**src/rtl/act_dispatcher_pkg.sv**
```systemverilog
// Shared constants, state type and width helper for the ACT dispatcher and count_cam.
package act_dispatcher_pkg;

  localparam int unsigned N_ENTRY    = 8;
  localparam int unsigned ROW_BITS   = 16;
  localparam int unsigned BANK_BITS  = 4;
  localparam int unsigned SP_CNT_BIT = 4;
  localparam int unsigned FIFO_DEPTH = 4;

  // Index width that never collapses to zero bits for single-element ranges.
  function automatic int unsigned idx_width(input int unsigned n);
    return (n > 1) ? $clog2(n) : 1;
  endfunction

  localparam int unsigned IDX_W  = idx_width(N_ENTRY);
  localparam int unsigned BANK_W = idx_width(BANK_BITS);

  typedef enum logic [2:0] {
    ST_IDLE,
    ST_LOOKUP,
    ST_WR_WAIT,
    ST_SRCH_WAIT,
    ST_MISS_WAIT
  } disp_state_e;

endpackage

```
**src/rtl/act_dispatcher_if.sv**
```systemverilog
// ACT command input and count_cam sequencing bus of the dispatcher.
interface act_dispatcher_if
  import act_dispatcher_pkg::*;
#(
  parameter int unsigned N_ENTRY    = act_dispatcher_pkg::N_ENTRY,
  parameter int unsigned ROW_BITS   = act_dispatcher_pkg::ROW_BITS,
  parameter int unsigned BANK_BITS  = act_dispatcher_pkg::BANK_BITS,
  parameter int unsigned SP_CNT_BIT = act_dispatcher_pkg::SP_CNT_BIT
);

  localparam int unsigned IDX_W  = idx_width(N_ENTRY);
  localparam int unsigned BANK_W = idx_width(BANK_BITS);

  logic                  act_valid_i;
  logic                  act_ready_o;
  logic [ROW_BITS-1:0]   act_row_i;
  logic [BANK_W-1:0]     act_bank_i;
  logic                  cc_search_o;
  logic                  cc_write_o;
  logic [IDX_W-1:0]      cc_inc_idx_o;
  logic [BANK_W-1:0]     cc_bank_id_o;
  logic [SP_CNT_BIT-1:0] cc_sp_cnt_o;
  logic                  cc_valid_i;
  logic                  cc_hit_i;
  logic [IDX_W-1:0]      cc_addr_idx_i;
  logic                  busy_o;

  // Command source and count_cam side.
  modport master (
    output act_valid_i, act_row_i, act_bank_i, cc_valid_i, cc_hit_i, cc_addr_idx_i,
    input  act_ready_o, cc_search_o, cc_write_o, cc_inc_idx_o, cc_bank_id_o,
           cc_sp_cnt_o, busy_o
  );

  // Dispatcher side.
  modport slave (
    input  act_valid_i, act_row_i, act_bank_i, cc_valid_i, cc_hit_i, cc_addr_idx_i,
    output act_ready_o, cc_search_o, cc_write_o, cc_inc_idx_o, cc_bank_id_o,
           cc_sp_cnt_o, busy_o
  );

endinterface

```
**src/rtl/act_dispatcher_fifo.sv**
```systemverilog
// Synchronous FIFO buffering {row, bank} ACT commands; head is visible combinationally.
module act_fifo #(
  parameter int unsigned WIDTH = 18,
  parameter int unsigned DEPTH = 4
) (
  input  logic             clk_i,
  input  logic             rst_ni,
  input  logic             push_i,
  input  logic [WIDTH-1:0] data_i,
  input  logic             pop_i,
  output logic [WIDTH-1:0] data_o,
  output logic             empty_o,
  output logic             full_o
);

  localparam int unsigned PTR_W = (DEPTH > 1) ? $clog2(DEPTH) : 1;

  logic [WIDTH-1:0] mem_q [DEPTH];
  logic [PTR_W-1:0] wr_ptr_q, rd_ptr_q;
  logic [PTR_W:0]   count_q;
  logic             do_push, do_pop;

  // Full comes from the registered count only, so a push is refused when full even if a pop happens.
  assign full_o  = (count_q == (PTR_W+1)'(DEPTH));
  assign empty_o = (count_q == '0);
  assign do_push = push_i && !full_o;
  assign do_pop  = pop_i && !empty_o;
  assign data_o  = mem_q[rd_ptr_q];

  // Pointer and occupancy bookkeeping; pointers wrap naturally at the power-of-2 depth.
  always_ff @(posedge clk_i or negedge rst_ni) begin
    if (!rst_ni) begin
      wr_ptr_q <= '0;
      rd_ptr_q <= '0;
      count_q  <= '0;
    end else begin
      if (do_push) wr_ptr_q <= wr_ptr_q + 1'b1;
      if (do_pop)  rd_ptr_q <= rd_ptr_q + 1'b1;
      case ({do_push, do_pop})
        2'b10:   count_q <= count_q + 1'b1;
        2'b01:   count_q <= count_q - 1'b1;
        default: count_q <= count_q;
      endcase
    end
  end

  // Payload storage needs no reset; only entries behind a valid count are ever read.
  always_ff @(posedge clk_i) begin
    if (do_push) mem_q[wr_ptr_q] <= data_i;
  end

endmodule

```
**src/rtl/act_dispatcher.sv**
```systemverilog
// Front-end of count_cam: buffers ACTs, matches rows against the row-ID table and
// issues a write pulse on a row hit or a spillover search pulse on a row miss.
module act_dispatcher
  import act_dispatcher_pkg::*;
#(
  parameter int unsigned N_ENTRY    = act_dispatcher_pkg::N_ENTRY,
  parameter int unsigned ROW_BITS   = act_dispatcher_pkg::ROW_BITS,
  parameter int unsigned BANK_BITS  = act_dispatcher_pkg::BANK_BITS,
  parameter int unsigned SP_CNT_BIT = act_dispatcher_pkg::SP_CNT_BIT,
  parameter int unsigned FIFO_DEPTH = act_dispatcher_pkg::FIFO_DEPTH
) (
  input logic             clk_i,
  input logic             rst_ni,
  act_dispatcher_if.slave bus
);

  localparam int unsigned IDX_W  = idx_width(N_ENTRY);
  localparam int unsigned BANK_W = idx_width(BANK_BITS);
  localparam int unsigned FIFO_W = ROW_BITS + BANK_W;

  disp_state_e           state_q, state_d;
  logic [ROW_BITS-1:0]   cmd_row_q, cmd_row_d;
  logic [ROW_BITS-1:0]   tag_q [N_ENTRY];
  logic [N_ENTRY-1:0]    tag_v_q;
  logic                  tag_we;
  logic [SP_CNT_BIT-1:0] spill_q, spill_d;
  logic                  search_q, search_d;
  logic                  write_q, write_d;
  logic [IDX_W-1:0]      inc_idx_q, inc_idx_d;
  logic [BANK_W-1:0]     bank_q, bank_d;
  logic [SP_CNT_BIT-1:0] sp_out_q, sp_out_d;
  logic                  fifo_pop, fifo_empty, fifo_full;
  logic [FIFO_W-1:0]     fifo_head;
  logic [ROW_BITS-1:0]   head_row;
  logic [BANK_W-1:0]     head_bank;
  logic                  hit_any;
  logic [IDX_W-1:0]      hit_idx;

  act_fifo #(
    .WIDTH (FIFO_W),
    .DEPTH (FIFO_DEPTH)
  ) u_fifo (
    .clk_i   (clk_i),
    .rst_ni  (rst_ni),
    .push_i  (bus.act_valid_i),
    .data_i  ({bus.act_row_i, bus.act_bank_i}),
    .pop_i   (fifo_pop),
    .data_o  (fifo_head),
    .empty_o (fifo_empty),
    .full_o  (fifo_full)
  );

  assign {head_row, head_bank} = fifo_head;

  assign bus.act_ready_o  = !fifo_full;
  assign bus.cc_search_o  = search_q;
  assign bus.cc_write_o   = write_q;
  assign bus.cc_inc_idx_o = inc_idx_q;
  assign bus.cc_bank_id_o = bank_q;
  assign bus.cc_sp_cnt_o  = sp_out_q;
  assign bus.busy_o       = (state_q != ST_IDLE) || !fifo_empty;

  // Parallel tag match; a row is never held by two valid entries, so priority is irrelevant.
  always_comb begin
    hit_any = 1'b0;
    hit_idx = '0;
    for (int unsigned k = 0; k < N_ENTRY; k++) begin
      if (tag_v_q[k] && (tag_q[k] == cmd_row_q)) begin
        hit_any = 1'b1;
        hit_idx = IDX_W'(k);
      end
    end
  end

  // Next-state and next-output decode; every count_cam output is registered from here.
  always_comb begin
    state_d   = state_q;
    cmd_row_d = cmd_row_q;
    spill_d   = spill_q;
    search_d  = 1'b0;
    write_d   = 1'b0;
    inc_idx_d = inc_idx_q;
    bank_d    = bank_q;
    sp_out_d  = sp_out_q;
    fifo_pop  = 1'b0;
    tag_we    = 1'b0;
    case (state_q)
      ST_IDLE: begin
        if (!fifo_empty) begin
          fifo_pop  = 1'b1;
          cmd_row_d = head_row;
          bank_d    = head_bank;
          state_d   = ST_LOOKUP;
        end
      end
      ST_LOOKUP: begin
        if (hit_any) begin
          inc_idx_d = hit_idx;
          write_d   = 1'b1;
          state_d   = ST_WR_WAIT;
        end else begin
          sp_out_d = spill_q;
          search_d = 1'b1;
          state_d  = ST_SRCH_WAIT;
        end
      end
      ST_WR_WAIT: state_d = ST_IDLE;
      ST_SRCH_WAIT: begin
        if (bus.cc_valid_i) begin
          if (bus.cc_hit_i) begin
            tag_we  = 1'b1;
            state_d = ST_IDLE;
          end else begin
            if (spill_q != '1) spill_d = spill_q + 1'b1;
            state_d = ST_MISS_WAIT;
          end
        end
      end
      ST_MISS_WAIT: state_d = ST_IDLE;
      default:      state_d = ST_IDLE;
    endcase
  end

  // FSM, command and output registers; async reset abandons any transaction in flight.
  always_ff @(posedge clk_i or negedge rst_ni) begin
    if (!rst_ni) begin
      state_q   <= ST_IDLE;
      cmd_row_q <= '0;
      spill_q   <= '0;
      search_q  <= 1'b0;
      write_q   <= 1'b0;
      inc_idx_q <= '0;
      bank_q    <= '0;
      sp_out_q  <= '0;
    end else begin
      state_q   <= state_d;
      cmd_row_q <= cmd_row_d;
      spill_q   <= spill_d;
      search_q  <= search_d;
      write_q   <= write_d;
      inc_idx_q <= inc_idx_d;
      bank_q    <= bank_d;
      sp_out_q  <= sp_out_d;
    end
  end

  // Row-table valid bits; a count_cam hit claims the reported entry for the current row.
  always_ff @(posedge clk_i or negedge rst_ni) begin
    if (!rst_ni) begin
      tag_v_q <= '0;
    end else if (tag_we) begin
      tag_v_q[bus.cc_addr_idx_i] <= 1'b1;
    end
  end

  // Row-table tags; contents only matter where the valid bit is set.
  always_ff @(posedge clk_i) begin
    if (tag_we) tag_q[bus.cc_addr_idx_i] <= cmd_row_q;
  end

endmodule

```
**src/flat_wrapper.sv**
```systemverilog
// flat-port wrapper written by rule: the top's interface ports become plain ports
module act_dispatcher_flat import act_dispatcher_pkg::*;
#(
  parameter int unsigned N_ENTRY    = act_dispatcher_pkg::N_ENTRY,
  parameter int unsigned ROW_BITS   = act_dispatcher_pkg::ROW_BITS,
  parameter int unsigned BANK_BITS  = act_dispatcher_pkg::BANK_BITS,
  parameter int unsigned SP_CNT_BIT = act_dispatcher_pkg::SP_CNT_BIT,
  parameter int unsigned FIFO_DEPTH = act_dispatcher_pkg::FIFO_DEPTH
)
  (clk_i, rst_ni, bus_act_valid_i, bus_act_row_i, bus_act_bank_i, bus_cc_valid_i, bus_cc_hit_i, bus_cc_addr_idx_i, bus_act_ready_o, bus_cc_search_o, bus_cc_write_o, bus_cc_inc_idx_o, bus_cc_bank_id_o, bus_cc_sp_cnt_o, bus_busy_o);
  act_dispatcher_if #(.N_ENTRY(N_ENTRY), .ROW_BITS(ROW_BITS), .BANK_BITS(BANK_BITS), .SP_CNT_BIT(SP_CNT_BIT)) bus_i ();
  input logic clk_i;
  input logic rst_ni;
  input wire logic [$bits(bus_i.act_valid_i)-1:0] bus_act_valid_i;
  input wire logic [$bits(bus_i.act_row_i)-1:0] bus_act_row_i;
  input wire logic [$bits(bus_i.act_bank_i)-1:0] bus_act_bank_i;
  input wire logic [$bits(bus_i.cc_valid_i)-1:0] bus_cc_valid_i;
  input wire logic [$bits(bus_i.cc_hit_i)-1:0] bus_cc_hit_i;
  input wire logic [$bits(bus_i.cc_addr_idx_i)-1:0] bus_cc_addr_idx_i;
  output wire logic [$bits(bus_i.act_ready_o)-1:0] bus_act_ready_o;
  output wire logic [$bits(bus_i.cc_search_o)-1:0] bus_cc_search_o;
  output wire logic [$bits(bus_i.cc_write_o)-1:0] bus_cc_write_o;
  output wire logic [$bits(bus_i.cc_inc_idx_o)-1:0] bus_cc_inc_idx_o;
  output wire logic [$bits(bus_i.cc_bank_id_o)-1:0] bus_cc_bank_id_o;
  output wire logic [$bits(bus_i.cc_sp_cnt_o)-1:0] bus_cc_sp_cnt_o;
  output wire logic [$bits(bus_i.busy_o)-1:0] bus_busy_o;
  assign bus_i.act_valid_i = bus_act_valid_i;
  assign bus_i.act_row_i = bus_act_row_i;
  assign bus_i.act_bank_i = bus_act_bank_i;
  assign bus_i.cc_valid_i = bus_cc_valid_i;
  assign bus_i.cc_hit_i = bus_cc_hit_i;
  assign bus_i.cc_addr_idx_i = bus_cc_addr_idx_i;
  assign bus_act_ready_o = bus_i.act_ready_o;
  assign bus_cc_search_o = bus_i.cc_search_o;
  assign bus_cc_write_o = bus_i.cc_write_o;
  assign bus_cc_inc_idx_o = bus_i.cc_inc_idx_o;
  assign bus_cc_bank_id_o = bus_i.cc_bank_id_o;
  assign bus_cc_sp_cnt_o = bus_i.cc_sp_cnt_o;
  assign bus_busy_o = bus_i.busy_o;
  act_dispatcher #(.N_ENTRY(N_ENTRY), .ROW_BITS(ROW_BITS), .BANK_BITS(BANK_BITS), .SP_CNT_BIT(SP_CNT_BIT), .FIFO_DEPTH(FIFO_DEPTH)) u_core (.clk_i(clk_i), .rst_ni(rst_ni), .bus(bus_i));
endmodule
```
**config.mk**
```make
export PLATFORM = sky130hd
export DESIGN_NAME = act_dispatcher_flat
export DESIGN_NICKNAME = d
export VERILOG_FILES = /design/src/rtl/act_dispatcher_pkg.sv /design/src/rtl/act_dispatcher_if.sv /design/src/rtl/act_dispatcher_fifo.sv /design/src/rtl/act_dispatcher.sv /design/src/flat_wrapper.sv
export SDC_FILE = /design/constraint.sdc
export NUM_CORES = 1
export LEC_CHECK = 0
export BUFFER_PORTS_ARGS = -buffer_cell sky130_fd_sc_hd__buf_2
export CAP_MARGIN = 20
export CORE_AREA = 4 4 209 211
export CTS_BUF_LIST = sky130_fd_sc_hd__clkbuf_2 sky130_fd_sc_hd__clkbuf_4 sky130_fd_sc_hd__clkbuf_8
export CTS_CLUSTER_DIAMETER = 40
export DETAILED_ROUTE_END_ITERATION = 12
export DIE_AREA = 0 0 213 215
export GPL_TIMING_DRIVEN = 0
export SYNTH_ARGS = -nofsm -noshare
export SYNTH_HDL_FRONTEND = slang
export SYNTH_SLANG_ARGS = --single-unit
export TNS_END_PERCENT = 20
```
**constraint.sdc**
```tcl
create_clock -name clk_i -period 2.4 [get_ports clk_i]
set_input_delay 0.36 -clock clk_i [delete_from_list [all_inputs] [get_ports clk_i]]
set_output_delay 0.36 -clock clk_i [all_outputs]
set_load 0.05 [all_outputs]
```
# --- After elaboration in Yosys (flattened, before gate mapping) ---
# Memories as Yosys holds them, arrays and structs flattened. A register that Yosys moved wholly into a read port is not among the register bits.
# Index checks and enable logic that the tools add are counted.
totals:
  regBits: 31
  ramBits: 200
  mem_count: 2
memory_table:
  columns: ["memory", "depth", "word_bits", "read_ports", "rd_ports_with_merged_regs", "write_ports", "line", "source"]
  rows:
  - ["u_core.tag_q", 8, 16, 8, 0, 1, "act_dispatcher.sv:23", "logic [ROW_BITS-1:0] tag_q [N_ENTRY];"]
  - ["u_core.u_fifo.mem_q", 4, 18, 1, 1, 1, "act_dispatcher_fifo.sv:18", "logic [WIDTH-1:0] mem_q [DEPTH];"]
op_classes:
  n_addsub: 5
  magnitude_cmp: 2
  n_eq_ne: 16
  muxes: 36
  bitwise: 4
  reduce_logical: 24
ops:
  columns: ["op", "count"]
  rows:
  - ["16-bit equality test", 8]
  - ["1-bit two-way mux", 24]
  - ["3-bit two-way mux", 7]
  - ["1-bit logical AND", 11]
  - ["3-bit one-hot mux with 3 select lines", 1]
  - ["8-bit OR", 1]
  - ["2-bit AND reduction", 4]
  - ["3-bit logical NOT", 2]
  - ["3-bit one-hot mux with 2 select lines", 1]
  - ["2-bit by 1-bit adder with 2-bit output, second input constant", 2]
  - ["4-bit by 1-bit adder with 4-bit output, second input constant", 1]
  - ["3-bit by 4-bit < comparator with 1-bit output, second input constant", 1]
  - ["2-bit two-way mux", 2]
  - ["2-bit inequality test, second input constant", 2]
  - ["4-bit inequality test, second input constant", 1]
  - ["4-bit AND reduction", 1]
  - ["3-bit by 1-bit adder with 3-bit output, second input constant", 1]
  - ["1-bit demux with 3-bit select", 1]
  - ["3-bit by 1-bit equality test with 1-bit output, second input constant", 1]
  - ["3-bit by 2-bit equality test with 1-bit output, second input constant", 1]
  - ["3-bit equality test, second input constant", 1]
  - ["3-bit by 1-bit >= comparator with 1-bit output, second input constant", 1]
  - ["1-bit logical NOT", 3]
  - ["1-bit NOT", 3]
  - ["other kinds (6)", 6]

# --- Depth between registers and ports, before layout ---
# Gate-level depths: netlist (run 1).
# An unclocked memory read counts as a cell.
logic_depth:
  ltp_word: 13
  ltp_mapped: 10
  ltp_nobuf: 10

# --- Modules after synthesis ---
# A second synthesis (run 1) with hierarchy kept.
hier_totals:
  cells_unflattened: 584
  hier_area_um2: 10249.8
by_module_without_submodules:
  columns: ["module", "instances", "cells_each", "area_each_um2"]
  rows:
  - ["act_dispatcher", 1, 452, 7228.2]
  - ["act_fifo", 1, 132, 3021.6]

# --- Least setup slack after synthesis (run 1) ---
# OpenSTA, ideal clock, no wires.
synth_path:
  path_type: "register to register"
  startpoint: "register u_core.state_q[1]"
  endpoint: "memory u_core.tag_q[0][0] (enable)"
  setup_ps: 411
  arrival_ps: 2073
  required_ps: 1989
  setup_slack_ps: -84
  path_stages_with_launch: 6
  n_path_buf: 1
  period_less_slack_ps: 2484
  path_cell_list: "dfrtp_1 clkbuf_1 nand2_1 nor2_1 nand3b_1 nor3_1"
synth_via:
  elab_chain_len: 4
synth_lines:
  columns: ["item", "line", "source"]
  rows:
  - ["start: declaration", "act_dispatcher.sv:21", "disp_state_e state_q, state_d;"]
  - ["start signal: assignment", "act_dispatcher.sv:136", "state_q <= state_d;"]
  - ["3-bit by 2-bit equality test with 1-bit output", "act_dispatcher.sv:87", "case (state_q)"]
  - ["1-bit two-way mux", "act_dispatcher.sv:87", null]
  - ["1-bit two-way mux", "act_dispatcher.sv:158", "if (tag_we) tag_q[bus.cc_addr_idx_i] <= cmd_row_q;"]
  - ["1-bit two-way mux (not written as such)", "act_dispatcher.sv:158", null]
  - ["end: declaration", "act_dispatcher.sv:23", null]
# No other way between the ends.

# --- Worst setup path in the final report (run 1) ---
layout_path:
  startpoint: "register u_core.cmd_row_q[2]"
  endpoint: "register u_core.inc_idx_q[0], in the netlist u_core.bus.cc_inc_idx_o[0]"
layout_via:
  elab_chain_len: 11
layout_lines:
  columns: ["item", "line", "source"]
  rows:
  - ["start: declaration", "act_dispatcher.sv:22", "logic [ROW_BITS-1:0] cmd_row_q, cmd_row_d;"]
  - ["start signal: assignment", "act_dispatcher.sv:137", "cmd_row_q <= cmd_row_d;"]
  - ["16-bit equality test", "act_dispatcher.sv:68", "if (tag_v_q[k] && (tag_q[k] == cmd_row_q)) begin"]
  - ["1-bit logical AND", "act_dispatcher.sv:68", null]
  - ["1-bit two-way mux (8 in a row)", "act_dispatcher.sv:68", null]
  - ["2-bit AND reduction (no line)", null, null]
  - ["end signal: assignment", "act_dispatcher.sv:141", "inc_idx_q <= inc_idx_d;"]
  - ["end: declaration", "act_dispatcher.sv:29", "logic [IDX_W-1:0] inc_idx_q, inc_idx_d;"]
# Parallel ways exist; a longest one is shown, timed or not.
# A chain may end at the register's enable or synchronous reset.

==> results of run 1 <==
-- per-layer routing --
layer,vias up,global-route usage,part of all wire
met3,43,0.0213,0.049
met4,0,0.0292,0.024
met2,128,0.156,0.48
li1,2673,-,-
met1,2901,0.124,0.45
met5,-,0,0
-- final cells by class --
class | instances | area share
Inverter | 14 | 0.00403
Timing Repair Buffer | 94 | 0.0531
Clock inverter | 18 | 0.00968
Tap cell | 539 | 0.0517
Clock buffer | 60 | 0.0556
Sequential cell | 249 | 0.556
Multi-Input combinational cell | 355 | 0.259
Buffer | 16 | 0.0105
-- cells by family (layout without fill, tap and decap cells) --
group,after synthesis,in the layout,synth area share
adders and majority gates,7,7,0.00914
xor gates and xnor gates,137,137,0.115
DFF,249,249,0.695
and+or+nand+nor,147,147,0.0814
muxes,42,42,0.0648
buffers and inverters,37,202,0.0198
AOI/OAI and AO/OA,22,22,0.0141
-- placed cells by master (no fill, tap or decap), types with 12 or more instances in the layout --
cell        n
nor3_1     17
dfrtp_2    12
edfxtp_1  200
nor4_1     36
dfrtp_1    33
buf_4      39
nand4_1    13
xnor2_1    13
mux2_2     19
buf_2      38
xor2_2     25
mux4_2     18
inv_1      14
buf_6      12
nor2_1     16
xor2_1     95
clkbuf_4   17
clkbuf_8   44
-- registers in the layout (all words and copies together) (netlist names) --
name                     flops
u_core.tag_q               128
u_core.u_fifo.mem_q         72
u_core.cmd_row_q            16
u_core.tag_v_q               8
u_core.bus.cc_sp_cnt_o       4
u_core.spill_q               4
u_core.bus.cc_inc_idx_o      3
u_core.state_q               3
u_core.u_fifo.count_q        3
u_core.bus.cc_bank_id_o      2
u_core.u_fifo.rd_ptr_q       2
u_core.u_fifo.wr_ptr_q       2
u_core.bus.cc_search_o       1
u_core.bus.cc_write_o        1
-- worst min path at each step --
stage,start,endpoint,slack (ns)
detailed placement,rst_ni,u_core.tag_v_q[1],0.43
global placement,u_core.state_q[2],u_core.state_q[0],0.42
finish,bus_act_row_i[11],u_core.u_fifo.mem_q[1][13],0.03
global route,bus_act_row_i[11],u_core.u_fifo.mem_q[3][13],0.004
CTS,bus_act_row_i[11],u_core.u_fifo.mem_q[3][13],0.0002
floorplan,rst_ni,u_core.bus.cc_bank_id_o[0],0.06
-- stage by stage --
step                hold slack [ns]  power (mW)   util  cell area [um^2]  setup slack (ns)
floorplan                    0.0644        9.42      -             10400           -0.0671
global placement              0.424        10.8  0.270             11300            -0.934
detailed placement            0.432        10.9  0.272             11400            -0.618
CTS                        0.000243        15.0  0.301             12600          -0.00627
global route                0.00421        16.4  0.313             13100           -0.0318
finish                       0.0281        15.5  0.313             13100            0.0406
-- power by group through the flow --
stage	combinational [mW]	clock, mW	sequential [mW]
2_1_floorplan	3.13	0	6.29
3_3_place_gp	4.41	0	6.34
3_5_place_dp	4.49	0	6.37
4_1_cts	4.84	3.89	6.25
5_1_grt	5.93	4.11	6.32
6_report	5.46	3.78	6.25
-- worst register-to-register path, stage by stage, from the launching register on --
cell     delay [ns]
dfrtp_4        0.57
buf_6          0.18
xor2_2         0.19
nor4_1         0.07
and3_1         0.17
nand4_1        0.18
or4b_4         0.53
o21ai_2        0.16
mux2i_1        0.19
-- repair_timing --
item	CTS	global route
gates resized for setup	47	49
setup endpoints to repair	13	10
hold buffers	11	0
endpoints found under the hold margin	57	0
setup buffers	8	28
pin swaps	6	16
gates cloned	0	0
==> summary.md, run 1 <==
| Metric | Value |
|---|---|
| Status | complete, no violations |
| Multi-input logic area | 3380 um^2 |
| Critical Path Stages | 8 |
| P_sw | 5.38 mW |
| Max_cap viols | 0 |
| DRT iter0 DRCs | 226 |
| Clock transition at path regs | 0.06 ns |
| Dpl cells | 1,227 |
| Fin nets | 806 |
| CP Capture Point | u_core.bus.cc_inc_idx_o[0] |
| Leading area contributor after synthesis | edfxtp_1 |
| Effective utilization at floorplan | 0.249 |
| Antenna viol nets, final | 0 |
| Die height | 215 um |
| Die W | 213 um |
| Io pins | 39 |
| Detail Placement HPWL | 15,700 um |
| Critical path type | flip-flop to flip-flop |
| Clock Sink Count | 249 |
| Arrival @ worst endpoint | 2.82 ns |
| Ant diodes | 0 |
| H-tree depth | 2 |
| Largest net degree at the start of global routing | 28 |
| Syn. warnings | 0 |
| Pre-antenna DRT Iters | 4 |
| Tightest Pin Transition | 0.992 ns |
| Final Skew | 0.0211 ns |
| Post-route setup TNS | 0 ns |
| EDFF count, synth | 200 |
| Vias in the first global route | 5,916 |
| Sequential Area | 7260 um^2 |
| Area Growth Syn to Fin | 25.5% |
| Share of cells above drive strength 1 | 0.345 |
| Final setup vio count | 0 |
| P_leak | 4.58 nW |
| Avg Vias per Cell | 4.27 |
| Total core area | 41,800 um^2 |
| Crit-path max cell delay | 0.57 ns |
| Peak VDD IR | 0.000826 V |
| Crit share post-route | 0.983 |
| First-pass GRT wire length | 33,900 um |
| Final hold violation count | 0 |
| CTS Root Cell | clkbuf_8 |
| Total Routed Length | 22,500 um |
| Worst path top cell family by delay | simple AND/OR/NAND/NOR gates |
| Power density over the cells | 1190 nW/um^2 |
| R2R Setup Slk | 0.04 ns |
| Critical path required time | 2.86 ns |
| Die area | 45,800 um^2 |
| Worst-path maximum fanout | 6 |
| Top cell type's share of synthesized area | 0.577 |
| CP Capture Type | flip-flop |
| Final Max Tran Viols | 0 |
| WL/cell | 16.7 um |
| DRC | 0 |
| Reg2Reg Capture Point | u_core.bus.cc_inc_idx_o[0] |
| Final Instance Count excl. Fillers | 1,345 |
| #FFs+latches synth | 249 |
| CP bufs+invs | 1 |
| Layout fillers | 4,028 |
| Clk_lat worst skew | 0.55 ns |
| Worst path slowest cell | dfrtp_4 |
| Placer Congestion | 0.868 |
| Reg power frac | 0.404 |
| Most frequent cells after synthesis | 200 x edfxtp_1, 121 x xor2_1, 49 x dfrtp_1, 41 x nor4_1, 23 x mux2_2 |
| Clock power share | 0.244 |
| Distinct cells, synth | 43 |
| Reg2Reg Depth | 8 |
| Most instantiated library cell after synthesis | edfxtp_1 |
| Post-layout min period | 2.36 ns |
| Sequential area share after synthesis | 0.695 |
| Fmax | 0.424 GHz |
| Gate power share | 0.352 |
| Port bufs | 38 |
| # rows | 75 |
| Reg2reg start | u_core.cmd_row_q[2] |
| Dominant synthesized flop cell | edfxtp_1 |
| Crit path cell chain | buf_6 -> xor2_2 -> nor4_1 -> and3_1 -> nand4_1 -> or4b_4 -> o21ai_2 -> mux2i_1 |
| Net Sw Frac | 0.347 |
| Asr flop ratio synth | 0.197 |
| Syn_nets | 674 |
| Cell Area, Synth | 10,400 um^2 |
| Relative slew slack | 0.339 |
| CP startpoint | u_core.cmd_row_q[2] |
| Internal | 10.1 mW |
| Tot GR Track Use | 0.0946 |
| Vias after detailed routing | 5,745 |
| Cells after synthesis | 641 |
| Max clock buf depth | 3 |
| CP Launch Type | flip-flop |
| Hold path depth | 1 |
| Synth top area cells | edfxtp_1 58%, dfrtp_1 12%, xor2_1 10% |
| RSZ-0062 raised after global routing | yes |
| Hold crit path type | input pin to flip-flop |
| Initial antenna violation count | 0 |
| CTS tree | yes |
| Number of buffers created by CTS | 43 |
| GR Overflow Total | 0 |
| Average size of a mapped cell | 16.2 um^2 |
(Power assumes the default switching activity.)
==> run 2, diff against run 1 <==
--- a/config.mk
+++ b/config.mk
@@ -5,13 +5,13 @@
 export SDC_FILE = /design/constraint.sdc
 export NUM_CORES = 1
 export LEC_CHECK = 0
-export BUFFER_PORTS_ARGS = -buffer_cell sky130_fd_sc_hd__buf_2
 export CAP_MARGIN = 20
 export CORE_AREA = 4 4 209 211
 export CTS_BUF_LIST = sky130_fd_sc_hd__clkbuf_2 sky130_fd_sc_hd__clkbuf_4 sky130_fd_sc_hd__clkbuf_8
 export CTS_CLUSTER_DIAMETER = 40
 export DETAILED_ROUTE_END_ITERATION = 12
 export DIE_AREA = 0 0 213 215
+export DONT_BUFFER_PORTS = 1
 export GPL_TIMING_DRIVEN = 0
 export SYNTH_ARGS = -nofsm -noshare
 export SYNTH_HDL_FRONTEND = slang
==> summary.md, run 2 (synthesized netlist as in run 1, its figures left out) <==
| Metric | Value |
|---|---|
| Status | finished with violations (was complete, no violations) |
| Failing checks | negative setup slack |
| Reg2Reg Depth | 7 (was 8) |
| Die area | 45,800 um^2 (unchanged) |
| Vias in the first global route | 6,000 (was 5,916) |
| CP bufs+invs | 0 (was 1) |
| CP Capture Type | flip-flop (unchanged) |
| CTS tree | yes (unchanged) |
| Clk_lat worst skew | 0.56 ns (was 0.55 ns) |
| Hold crit path type | input pin to flip-flop (unchanged) |
| Setup ws final | -0.0114 ns (was 0.0406 ns) |
| Largest register FFs | 128 (unchanged) |
| Top reg by flops | u_core.tag_q (unchanged) |
| Peak VDD IR | 0.000743 V (was 0.000826 V) |
| Pre-antenna DRT Iters | 4 (unchanged) |
| H-tree depth | 2 (unchanged) |
| Worst path top cell family by delay | simple AND/OR/NAND/NOR gates (unchanged) |
| Detail Placement HPWL | 15,600 um (was 15,700 um) |
| Power density over the cells | 1200 nW/um^2 (was 1190 nW/um^2) |
| Io pins | 39 (unchanged) |
| Worst-path maximum fanout | 8 (was 6) |
| Fmax | 0.415 GHz (was 0.424 GHz) |
| Hold Startpoint | bus_cc_addr_idx_i[1] (was bus_act_row_i[11]) |
| Commonest non-fill, non-tap cells in the layout | 200 x edfxtp_1, 97 x xor2_1, 47 x clkbuf_8 (was 200 x edfxtp_1, 95 x xor2_1, 44 x clkbuf_8) |
| Max clock buf depth | 3 (unchanged) |
| Arrival @ worst endpoint | 2.84 ns (was 2.82 ns) |
| CTS Root Cell | clkbuf_8 (unchanged) |
| First-pass GRT wire length | 36,000 um (was 33,900 um) |
| Biggest registers after layout | u_core.tag_q: 128 flops, u_core.u_fifo.mem_q: 72 flops, u_core.cmd_row_q: 16 flops (unchanged) |
| Crit-path max cell delay | 0.55 ns (was 0.57 ns) |
| Final Skew | 0.0312 ns (was 0.0211 ns) |
| Die height | 215 um (unchanged) |
| DRC | 0 (unchanged) |
| Critical path required time | 2.83 ns (was 2.86 ns) |
| Avg Vias per Cell | 4.38 (was 4.27) |
| Initial antenna violation count | 0 (unchanged) |
| Largest net degree at the start of global routing | 50 (was 28) |
| WL/cell | 17.8 um (was 16.7 um) |
| Die W | 213 um (unchanged) |
| Final setup vio count | 4 (was 0) |
| Total core area | 41,800 um^2 (unchanged) |
| P_leak | 4.50 nW (was 4.58 nW) |
| Area Growth Syn to Fin | 25.4% (was 25.5%) |
| Pwr Total | 15.7 mW (was 15.5 mW) |
| Critical path type | flip-flop to flip-flop (unchanged) |
| Hold path depth | 1 (unchanged) |
| RSZ-0062 raised after global routing | yes (unchanged) |
| Met1 Usage GRT | 0.134 (was 0.124) |
| Antenna viol nets, final | 0 (unchanged) |
| Hold path endpoint | u_core.tag_q[0][10] (was u_core.u_fifo.mem_q[1][13]) |
| Fin Hold WS | 0.0503 ns (was 0.0281 ns) |
| M2 GR Usage | 0.172 (was 0.156) |
| R2R Setup Slk | -0.01 ns (was 0.04 ns) |
| Port bufs | 0 (was 38) |
| Max_cap viols | 0 (unchanged) |
| CP Launch Type | flip-flop (unchanged) |
| Worst path slowest cell | dfrtp_4 (unchanged) |
| Final hold violation count | 0 (unchanged) |
| Post-layout min period | 2.41 ns (was 2.36 ns) |
| Reg2reg start | u_core.cmd_row_q[8] (was u_core.cmd_row_q[2]) |
| Fin nets | 772 (was 806) |
| Clock transition at path regs | 0.06 ns (about the same) |
| Crit path cell chain | xor2_1 -> nor4_1 -> nand4_1 -> o32ai_4 -> nor4_4 -> nand2_2 -> mux2_4 (was buf_6 -> xor2_2 -> nor4_1 -> and3_1 -> nand4_1 -> or4b_4 -> o21ai_2 -> mux2i_1) |
| Most common cell after layout, fill and taps aside | edfxtp_1 (unchanged) |
| Grt peak-use layer | met2 (unchanged) |
| Tot GR Track Use | 0.102 (was 0.0946) |
| DRT iter0 DRCs | 389 (was 226) |
| Total Routed Length | 23,300 um (was 22,500 um) |
| Final Max Tran Viols | 0 (unchanged) |
| Share of cells above drive strength 1 | 0.312 (was 0.345) |
| Ant diodes | 0 (unchanged) |
| Tightest Pin Transition | 0.977 ns (was 0.992 ns) |
| Clock Sink Count | 249 (unchanged) |
| Relative slew slack | 0.348 (was 0.339) |
| # rows | 75 (unchanged) |
| Post-route setup TNS | -0.0209 ns (was 0 ns) |
| GR Overflow Total | 0 (unchanged) |
| Vias after detailed routing | 5,735 (was 5,745) |
| Effective utilization at floorplan | 0.249 (unchanged) |
| Crit share post-route | 1.00 (was 0.983) |
| Reg2Reg Capture Point | u_core.bus.cc_sp_cnt_o[1] (was u_core.bus.cc_inc_idx_o[0]) |
| Placer Congestion | 0.865 (was 0.868) |
| Fin util | 0.312 (was 0.313) |
| M3 GR Usage | 0.0219 (was 0.0213) |
| Number of buffers created by CTS | 44 (was 43) |
==> run 2: changes by cell type in the layout (fill, tap and decap cells not counted), sizes merged <==
| cell | delta |
|---|---|
| buf | -45 |
| dlygate4sd3 | +10 |
| clkinv | -3 |
| bufinv | +1 |
| inv | +1 |
==> run 2: layout make-up <==
| class | instances | area [um^2] |
|---|---|---|
| multi-input combinational | 355 | 3440 |
| inverter | 14 | 52.6 |
| sequential | 249 | 7260 |
| fill | 4029 | 28700 |
| tap | 539 | 674 |
| clock buffer | 60 | 744 |
| clock inverter | 17 | 159 |
| buffer | 19 | 183 |
| timing repair buffer | 56 | 528 |
==> run 2: report_power, final <==
group | total, mW | internal (mW) | leakage (nW) | switching [mW]
logic | 5.31 | 2.26 | 1.64 | 3.05
clock network | 3.99 | 2.25 | 0.472 | 1.74
registers | 6.39 | 5.70 | 2.39 | 0.692
total | 15.7 | 10.2 | 4.50 | 5.47
==> run 2: timing repair <==
item	4_1_cts	5_1_grt
buffers inserted	12	14
hold endpoints to repair	123	0
pin swaps	10	12
gates cloned	0	1
hold buffers	22	0
gates resized for setup	59	43
setup endpoints to repair	13	51
==> run 2: through the flow <==
stage | cell area (um^2) | std cells | worst slack, ns
floorplan | 10400 | 641 | -0.0671
CTS | 12700 | 1297 | -0.0388
detailed placement | 11100 | 1187 | -0.685
global placement | 11100 | 1180 | -1.06
global route | 13000 | 1309 | -0.0974
finish | 13000 | 1309 | -0.0114
==> run 2: per-layer routing <==
layer  up-vias  share of wire
met2       164           0.50
met3        50          0.054
li1       2604              -
met5         -              0
met1      2917           0.42
met4         0          0.025
==> run 2: worst max-delay path by stage <==
stage	depth (start not counted)	start	to	slack, ns
6_report	7	u_core.cmd_row_q[8]	u_core.bus.cc_sp_cnt_o[1]	-0.01
3_3_place_gp	5	u_core.state_q[1]	u_core.tag_q[1][13]	-1.06
3_5_place_dp	8	u_core.cmd_row_q[2]	u_core.bus.cc_sp_cnt_o[0]	-0.69
4_1_cts	8	u_core.cmd_row_q[13]	u_core.bus.cc_inc_idx_o[0]	-0.04
2_1_floorplan	5	u_core.state_q[1]	u_core.tag_q[1][0]	-0.07
5_1_grt	8	u_core.cmd_row_q[8]	u_core.bus.cc_sp_cnt_o[1]	-0.1
